--- config.mk ---
export PLATFORM = sky130hd
export DESIGN_NAME = rd_bram_burst
export DESIGN_NICKNAME = d
export VERILOG_FILES = /design/src/rtl/rd_bram_burst_pkg.sv /design/src/rtl/rd_bram_burst_skid_fifo.sv /design/src/rtl/rd_bram_burst.sv
export SDC_FILE = /design/constraint.sdc
export NUM_CORES = 2
export LEC_CHECK = 0
export CORE_MARGIN = 2
export CORE_UTILIZATION = 34
export CTS_CLUSTER_DIAMETER = 120
export CTS_CLUSTER_SIZE = 25
export DETAILED_ROUTE_END_ITERATION = 10
export HOLD_SLACK_MARGIN = 0.15
export PLACE_DENSITY_LB_ADDON = 0.12
export RECOVER_POWER = 100
export SLEW_MARGIN = 20
export SYNTH_ARGS = -nofsm -noshare
export SYNTH_HDL_FRONTEND = slang
export SYNTH_HIERARCHICAL = 1
export SYNTH_SLANG_ARGS = --single-unit
--- constraint.sdc ---
create_clock -name clk -period 62.3 [get_ports clk]
set_input_delay 12.46 -clock clk [delete_from_list [all_inputs] [get_ports clk]]
set_output_delay 12.46 -clock clk [all_outputs]
set_load 0.01 [all_outputs]
--- src/rtl/rd_bram_burst_pkg.sv ---
// rd_bram_burst_pkg: shared FSM encoding, feature-map BRAM defaults and clog2 helper
package rd_bram_burst_pkg;
  typedef enum logic [1:0] {
    IDLE  = 2'd0,
    ISSUE = 2'd1,
    DRAIN = 2'd2,
    DONE  = 2'd3
  } rd_state_t;
  localparam int FM_ADDR_W = 13;
  localparam int FM_DATA_W = 512;
  function automatic int clog2(input int v);
    int r;
    r = 0;
    for (int i = 0; i < 31; i++)
      if ((1 << i) < v) r = i + 1;
    return r;
  endfunction
endpackage

--- src/rtl/rd_bram_burst_skid_fifo.sv ---
// rd_bram_burst_skid_fifo: first-word-fall-through FIFO with occupancy count
module rd_bram_burst_skid_fifo
  import rd_bram_burst_pkg::*;
#(
  parameter int DEPTH = 4,
  parameter int WIDTH = 513,
  localparam int AW = clog2(DEPTH)
) (
  input  logic             clk,
  input  logic             rst,
  input  logic             push,
  input  logic [WIDTH-1:0] din,
  input  logic             pop,
  output logic [WIDTH-1:0] dout,
  output logic             empty,
  output logic [AW:0]      count
);
  logic [WIDTH-1:0] mem [DEPTH];
  logic [AW-1:0] wp, rp;
  logic do_push, do_pop;
  always_comb begin
    empty = count == '0;
    do_pop = pop && !empty;
    do_push = push && (count != (AW+1)'(DEPTH) || do_pop);
    dout = empty ? '0 : mem[rp];
  end
  always_ff @(posedge clk or posedge rst)
    if (rst) begin
      wp <= '0;
      rp <= '0;
      count <= '0;
    end else begin
      wp <= wp + AW'(do_push);
      rp <= rp + AW'(do_pop);
      count <= count + (AW+1)'(do_push) - (AW+1)'(do_pop);
    end
  always_ff @(posedge clk)
    if (do_push) mem[wp] <= din;
endmodule

--- src/rtl/rd_bram_burst.sv ---
// rd_bram_burst: BRAM port-B burst reader with latency tag pipe and credit-guarded FWFT output.
// Optional per-beat stride enabled by defining RD_BRAM_STRIDE_EN (otherwise stride is 1).
module rd_bram_burst
  import rd_bram_burst_pkg::*;
#(
  parameter int ADDR_W     = FM_ADDR_W,
  parameter int DATA_W     = FM_DATA_W,
  parameter int LEN_W      = 8,
  parameter int RD_LATENCY = 1,
  parameter int FIFO_DEPTH = 4
) (
  input  logic              clk,
  input  logic              rst,
  input  logic              rd_start,
  input  logic [ADDR_W-1:0] rd_base,
  input  logic [LEN_W-1:0]  rd_len,
`ifdef RD_BRAM_STRIDE_EN
  input  logic [ADDR_W-1:0] rd_stride,
`endif
  output logic              rd_idle,
  output logic              rd_done,
  output logic              bram_enb,
  output logic [ADDR_W-1:0] bram_addrb,
  input  logic [DATA_W-1:0] bram_doutb,
  output logic              rd_valid,
  input  logic              rd_ready,
  output logic [DATA_W-1:0] rd_data,
  output logic              rd_last
);
  localparam int CW = clog2(FIFO_DEPTH) + 1;
  rd_state_t state, nxt;
  logic [LEN_W-1:0] len_r, cnt;
  logic [ADDR_W-1:0] addr_r, iss_addr, step;
`ifdef RD_BRAM_STRIDE_EN
  logic [ADDR_W-1:0] stride_r;
`endif
  logic [CW-1:0] inflight, fifo_cnt;
  logic [RD_LATENCY-1:0] tag_v, tag_l;
  logic issue, iss_last, enb_last, push, pop, fifo_empty;
  // The first beat is issued straight from IDLE so the start cycle is not wasted.
  always_comb begin
`ifdef RD_BRAM_STRIDE_EN
    step = state == IDLE ? rd_stride : stride_r;
`else
    step = ADDR_W'(1);
`endif
    iss_addr = state == IDLE ? rd_base : addr_r;
    iss_last = state == IDLE ? rd_len == LEN_W'(1) : cnt == len_r - LEN_W'(1);
    issue = state == IDLE ? rd_start && rd_len != '0
          : state == ISSUE && ({1'b0, inflight} + {1'b0, fifo_cnt} < (CW+1)'(FIFO_DEPTH));
    pop = rd_valid && rd_ready;
    push = tag_v[RD_LATENCY-1];
    nxt = state == IDLE  ? (rd_start ? (rd_len == '0 ? DONE : rd_len == LEN_W'(1) ? DRAIN : ISSUE) : IDLE)
        : state == ISSUE ? (issue && iss_last ? DRAIN : ISSUE)
        : state == DRAIN ? (pop && rd_last ? DONE : DRAIN)
        : IDLE;
    rd_idle = state == IDLE;
    rd_done = state == DONE;
    rd_valid = !fifo_empty;
  end
  always_ff @(posedge clk or posedge rst)
    if (rst) begin
      state <= IDLE;
      len_r <= '0;
      cnt <= '0;
      addr_r <= '0;
`ifdef RD_BRAM_STRIDE_EN
      stride_r <= '0;
`endif
      bram_enb <= 1'b0;
      bram_addrb <= '0;
      enb_last <= 1'b0;
      inflight <= '0;
      tag_v <= '0;
      tag_l <= '0;
    end else begin
      state <= nxt;
      if (state == IDLE && rd_start) len_r <= rd_len;
`ifdef RD_BRAM_STRIDE_EN
      if (state == IDLE && rd_start) stride_r <= rd_stride;
`endif
      if (issue) begin
        cnt <= state == IDLE ? LEN_W'(1) : cnt + LEN_W'(1);
        addr_r <= iss_addr + step;
      end
      bram_enb <= issue;
      bram_addrb <= issue ? iss_addr : '0;
      enb_last <= issue && iss_last;
      inflight <= inflight + CW'(issue) - CW'(push);
      tag_v <= RD_LATENCY'({tag_v, bram_enb});
      tag_l <= RD_LATENCY'({tag_l, enb_last});
    end
  rd_bram_burst_skid_fifo #(.DEPTH(FIFO_DEPTH), .WIDTH(DATA_W + 1)) u_fifo (
    .clk(clk),
    .rst(rst),
    .push(push),
    .din({tag_l[RD_LATENCY-1], bram_doutb}),
    .pop(pop),
    .dout({rd_last, rd_data}),
    .empty(fifo_empty),
    .count(fifo_cnt)
  );
endmodule
* Word-level counts from Yosys, hierarchy flattened *
Memories as Yosys holds them, arrays and structs flattened.
Index checks and enable logic that the tools add are counted.

operators by class
  reduce and logical (&&, ||, !) cells = 14
  muxes and demuxes = 16
  equal/unequal tests = 6
  magnitude comparators = 1
  $add $sub $neg = 10

operator list
  operator                 number
  $mux W513                1
  $mux W13                 2
  $mux W2                  7
  $add A13 B1 Y13 const B  1
  $add A8 B1 Y8 const B    1
  $eq A8 B1 Y1 const B     1
  $eq A8 B8 Y1             1
  $logic_and A1 B1 Y1      8
  $logic_not A8 Y1         1
  $mux W8                  1
  $reduce_bool A8 Y1       1
  $sub A8 B1 Y8 const B    1
  $add A3 B1 Y3            2
  $sub A3 B1 Y3            2
  $mux W1                  5
  $add A2 B1 Y2            2
  $add A3 B3 Y4            1
  $eq A2 B2 Y1 const B     2
  $lt A4 B3 Y1 const B     1
  $logic_not A3 Y1         1
  $ne A3 B3 Y1 const B     1
  $eq A2 B1 Y1 const B     1
  $logic_not A2 Y1         1
  $logic_not A1 Y1         1
  $logic_or A1 B1 Y1       1

storage, ports and cells
  register bits after elaboration = 58
  input bits = 537
  output and inout bits = 530
  bits in writable memories = 2052
  memories kept = 1

memory list
  memory      depth  width  read ports  clocked after memory_dff  wr ports  line                           RTL
  u_fifo.mem  4      513    1           0                         1         rd_bram_burst_skid_fifo.sv:18  logic [WIDTH-1:0] mem [DEPTH];

* Depth between registers and ports, before layout *
  word-level depth = 8
  mapped depth = 13
  gate-level depth less buffers = 11

* Modules after synthesis *
The synthesis kept the hierarchy.

modules (own cells, without submodules)
  module                   cells each  instances  area an instance (um2)  seq. area each (um2)
  rd_bram_burst_skid_fifo  3279        1          77862.2                 61794.3
  rd_bram_burst            312         1          3016.6                  1276.2

* Least setup slack after synthesis *
No wires, ideal clock.

  kind = input -> register
  start point = in rd_ready
  end point = mem u_fifo.mem[0][0] (enable)
  path buffers = 0
  arrival time = 64.645 ns
  slack = -5.165 ns
  stages on the path = 3
  data required time = 59.481 ns
  path through = nor2b_1 > nor4b_1 > nor4b_1

on the way
  cells in the longest elaborated chain, start to end = 6

RTL lines
  element                        line                           RTL
  start: declaration             rd_bram_burst.sv:26            input logic rd_ready,
  $logic_and A1 B1 Y1            rd_bram_burst.sv:51            pop = rd_valid && rd_ready;
  $logic_and A1 B1 Y1            rd_bram_burst_skid_fifo.sv:23  do_pop = pop && !empty;
  $logic_or A1 B1 Y1             rd_bram_burst_skid_fifo.sv:24  do_push = push && (count != (AW+1)'(DEPTH) || do_pop);
  $logic_and A1 B1 Y1            rd_bram_burst_skid_fifo.sv:24
  $mux W1                        rd_bram_burst_skid_fifo.sv:38  if (do_push) mem[wp] <= din;
  $mux W1 (implied by the code)  rd_bram_burst_skid_fifo.sv:38
  end: declaration               rd_bram_burst_skid_fifo.sv:18

No other way between the ends.

* Final worst setup path *
  start point = reg u_fifo.rp[0]
  end point = out rd_data[106]

on the way
  cells in the longest elaborated chain, start to end = 2

RTL lines
  element                   line                           RTL
  start: declaration        rd_bram_burst_skid_fifo.sv:19  logic [AW-1:0] wp, rp;
  start signal: assignment  rd_bram_burst_skid_fifo.sv:34  rp <= rp + AW'(do_pop);
  $mem_v2 Z4 W513           --
  $mux W513                 rd_bram_burst_skid_fifo.sv:25  dout = empty ? '0 : mem[rp];
  end: declaration          rd_bram_burst.sv:27            output logic [DATA_W-1:0] rd_data,

No other way between the ends.

==> flow_summary_export.csv <==
group,metric,value,unit
run_status,outcome,"finished with violations",
run_status,violations,"max-capacitance violations, max-slew violations",
critical_path,crit_required,49.84,ns
yosys,ys_warn_count,6,
die,ios,1067,
critical_path,crit_chain,"clkbuf_1 > clkbuf_1 > clkbuf_1 > mux4_2 > and2_1 > dlygate4sd3_1",
yosys,synth_fp_nets,4141,
place,placed_cell_area,95000,um^2
sta,worstMarginPinSlew,9.46,ns
finish,fin_util,0.411,
finish,layout_commonest_cell,"edfxtp_1",
place,portBuffers,1066,
place,gp_routability_congestion,0.773,
clocking,htreeDepth,3,
route,drc,0,
clocking,post_cts_buffers,0,
flow_run,cap_viol_max_count,51,
die,dieArea,242000,um^2
yosys,syn_inst,3591,
route,antenna_left,0,
yosys,seq_area_frac_synth,0.780,
critical_path,critical-path-top-cell-by-count,"clkbuf_1",
clocking,cts_resized,0,
finish,drive_gt1_frac,0.140,
die,placementRows,179,
clocking,cts_hold_buf,0,
yosys,synth_area_per_cell,22.5,um^2
sta,finClkSkew,0.0370,ns
power,p_leak,30.6,nW
critical_path,cp.arrival,16.18,ns
sta,setup_viol,0,
critical_path,max_stage_delay,5.67,ns
route,routed_wl,211,mm
die,core,237000,um^2
sta,clock.fmax,34.9,MHz
finish,nNetsFinal,5180,
critical_path,crit_type,"reg2out",
clocking,clock_sinks,2110,
critical_path,path_max_fanout,86,
yosys,ys_types,68,
global_routing,antenna_found_initial,222,
critical_path,slowest_stage,"clkbuf_1",
global_routing,first_global_vias,40000,
yosys,synth-edff-count,2052,
finish,final_area,97500,um^2
sta,finalHoldViolations,0,
clocking,clockRootBuffer,"clkbuf_16",
place,dp_worst_setup_slack,43.90,ns
yosys,synthArstFlopShare,0.0275,
critical_path,crit_path_end_kind,"output pin",
sta,rsz0062_at_grt,"no",
finish,syn2layout_area_growth,20.5,%
sta,fin_ws,33.66,ns
sta,slew_viol_final,3053,
global_routing,grt_pass1_wl,300,mm
sta,fin_hold_ws,0.355,ns
clocking,path_clk_slew,0.09,ns
yosys,synth_top_flop_cell,"edfxtp_1",
route,vias,39000,
sta,period_needed,28.64,ns
finish,fill_cells,21000,
route,via_per_inst,4.94,
global_routing,grt_max_degree,139,
global_routing,gr-total-overflow,0,
power,power.total,4.59,mW
die,die_w,492,um
critical_path,cp_num_buf_inv,4,
clocking,cts_tree,"yes",
route,drt_iter0_drc,2232,
place,dp_hpwl,133,mm
hold_path,holdCritPathClass,"reg2reg",
global_routing,grt_usage,0.171,
power,power_density,47.1,nW/um^2
die,die_h,492,um
power,ir_worst_vdd,0.0291,mV
finish,final_cell_mix,"edfxtp_1 (2052), dlygate4sd3_1 (1005), mux4_2 (513)",
route,post_drt_wl_per_cell,26.8,um
yosys,yosys_register_bits,2110,
route,first_pass_iters,5,
critical_path,crit_family,"buffers and inverters",
critical_path,startpoint_type,"flop",
die,start_util,0.341,
yosys,synthesis.area,80900,um^2
clocking,cts_made_buffers,95,
clocking,cts_buffer_depth,3,
sta,fin_crit_sh,0.460,
sta,slew_headroom,-5.30,
clocking,clk_latency,0.76,ns
## layer usage
metal	up-vias	global-route usage	part of all wire
li1	16700	-	-
met1	20600	0.207	0.39
met2	1092	0.289	0.50
met3	505	0.0572	0.074
met4	116	0.0479	0.033
met5	-	0	0.0033
## Yosys cell counts, types with 9 or more instances
master	n	area, um^2
mux2_2	10	113
buf_2	56	280
o21ai_0	10	50.1
a21oi_1	15	75.1
nor2_1	23	86.3
edfxtp_1	2052	61600
mux4_2	513	11600
buf_6	54	608
and2_1	522	3270
nand3_1	9	45.0
xor2_1	15	131
clkbuf_1	71	267
nand2_1	30	113
inv_1	14	52.6
ha_1	11	138
dfrtp_1	58	1450
xnor2_1	9	78.8
## cell type report
type                       count  area, um^2  area share
tap                         3167        3960      0.0407
clock buffer                 125        2510      0.0258
sequential                  2110       63100       0.647
multi-input combinational   1281       16600       0.171
antenna                       46         115     0.00118
timing repair buffer        1127       11000       0.112
clock inverter                 9         161     0.00166
inverter                      15        56.3    0.000578
## worst register-to-register path, stage by stage (launching register included)
cell      delay [ns]
dfrtp_1         0.43
or3_4           0.56
buf_4           0.74
clkbuf_1        2.65
inv_1           0.22
nor2b_1         0.74
nor4b_1         0.38
nor4bb_4        0.36
clkbuf_1        2.06
clkbuf_1        2.88
clkbuf_1        5.80
clkbuf_1        2.57
## cell families after synthesis
family	Yosys count	synth area share
DFF	2110	0.780
and+or+nand+nor	647	0.0492
muxes	528	0.145
buffers and inverters	200	0.0152
AOI/OAI and AO/OA	69	0.00608
xor gates and xnor gates	24	0.00260
adders and majority gates	13	0.00220
## report_power, final
| group | leakage, nW | switching (mW) | total (mW) | internal [mW] |
|---|---|---|---|---|
| Clock | 1.29 | 0.431 | 0.723 | 0.292 |
| Combinational | 9.98 | 0.963 | 1.92 | 0.960 |
| Sequential | 19.4 | 0.0727 | 1.94 | 1.87 |
| Total | 30.6 | 1.47 | 4.59 | 3.12 |
## state kept, by name, indices dropped and copies added, names as in the netlist
register      cells
addr_r           13
bram_addrb       13
bram_enb          1
cnt               8
enb_last          1
inflight          3
len_r             8
push              1
state             2
tag_l             1
u_fifo/count      3
u_fifo/mem     2052
u_fifo/rp         2
u_fifo/wp         2
## final timing paths
path	startpoint	end	slack, ns	cells past startpoint
worst max-delay path	u_fifo/rp[0]	rd_data[106]	33.66	6
worst min-delay path	enb_last	tag_l	0.36	0
worst max register to register	u_fifo/count[1]	u_fifo/mem[2][493]	42.42	11
worst min register to register	enb_last	tag_l	0.36	0
max in group asynchronous	rst	enb_last	47.28	3
min in group asynchronous	rst	u_fifo/count[2]	12.13	2
## through the flow
| step | std cells | setup TNS, ns |
|---|---|---|
| after global routing | 7859 | 0 |
| after global placement | 7700 | 0 |
| after detailed placement | 7700 | 0 |
| final | 7880 | 0 |
| after CTS | 7834 | 0 |
| after floorplan | 3591 | -1399.92 |
(Power assumes the default switching activity.)
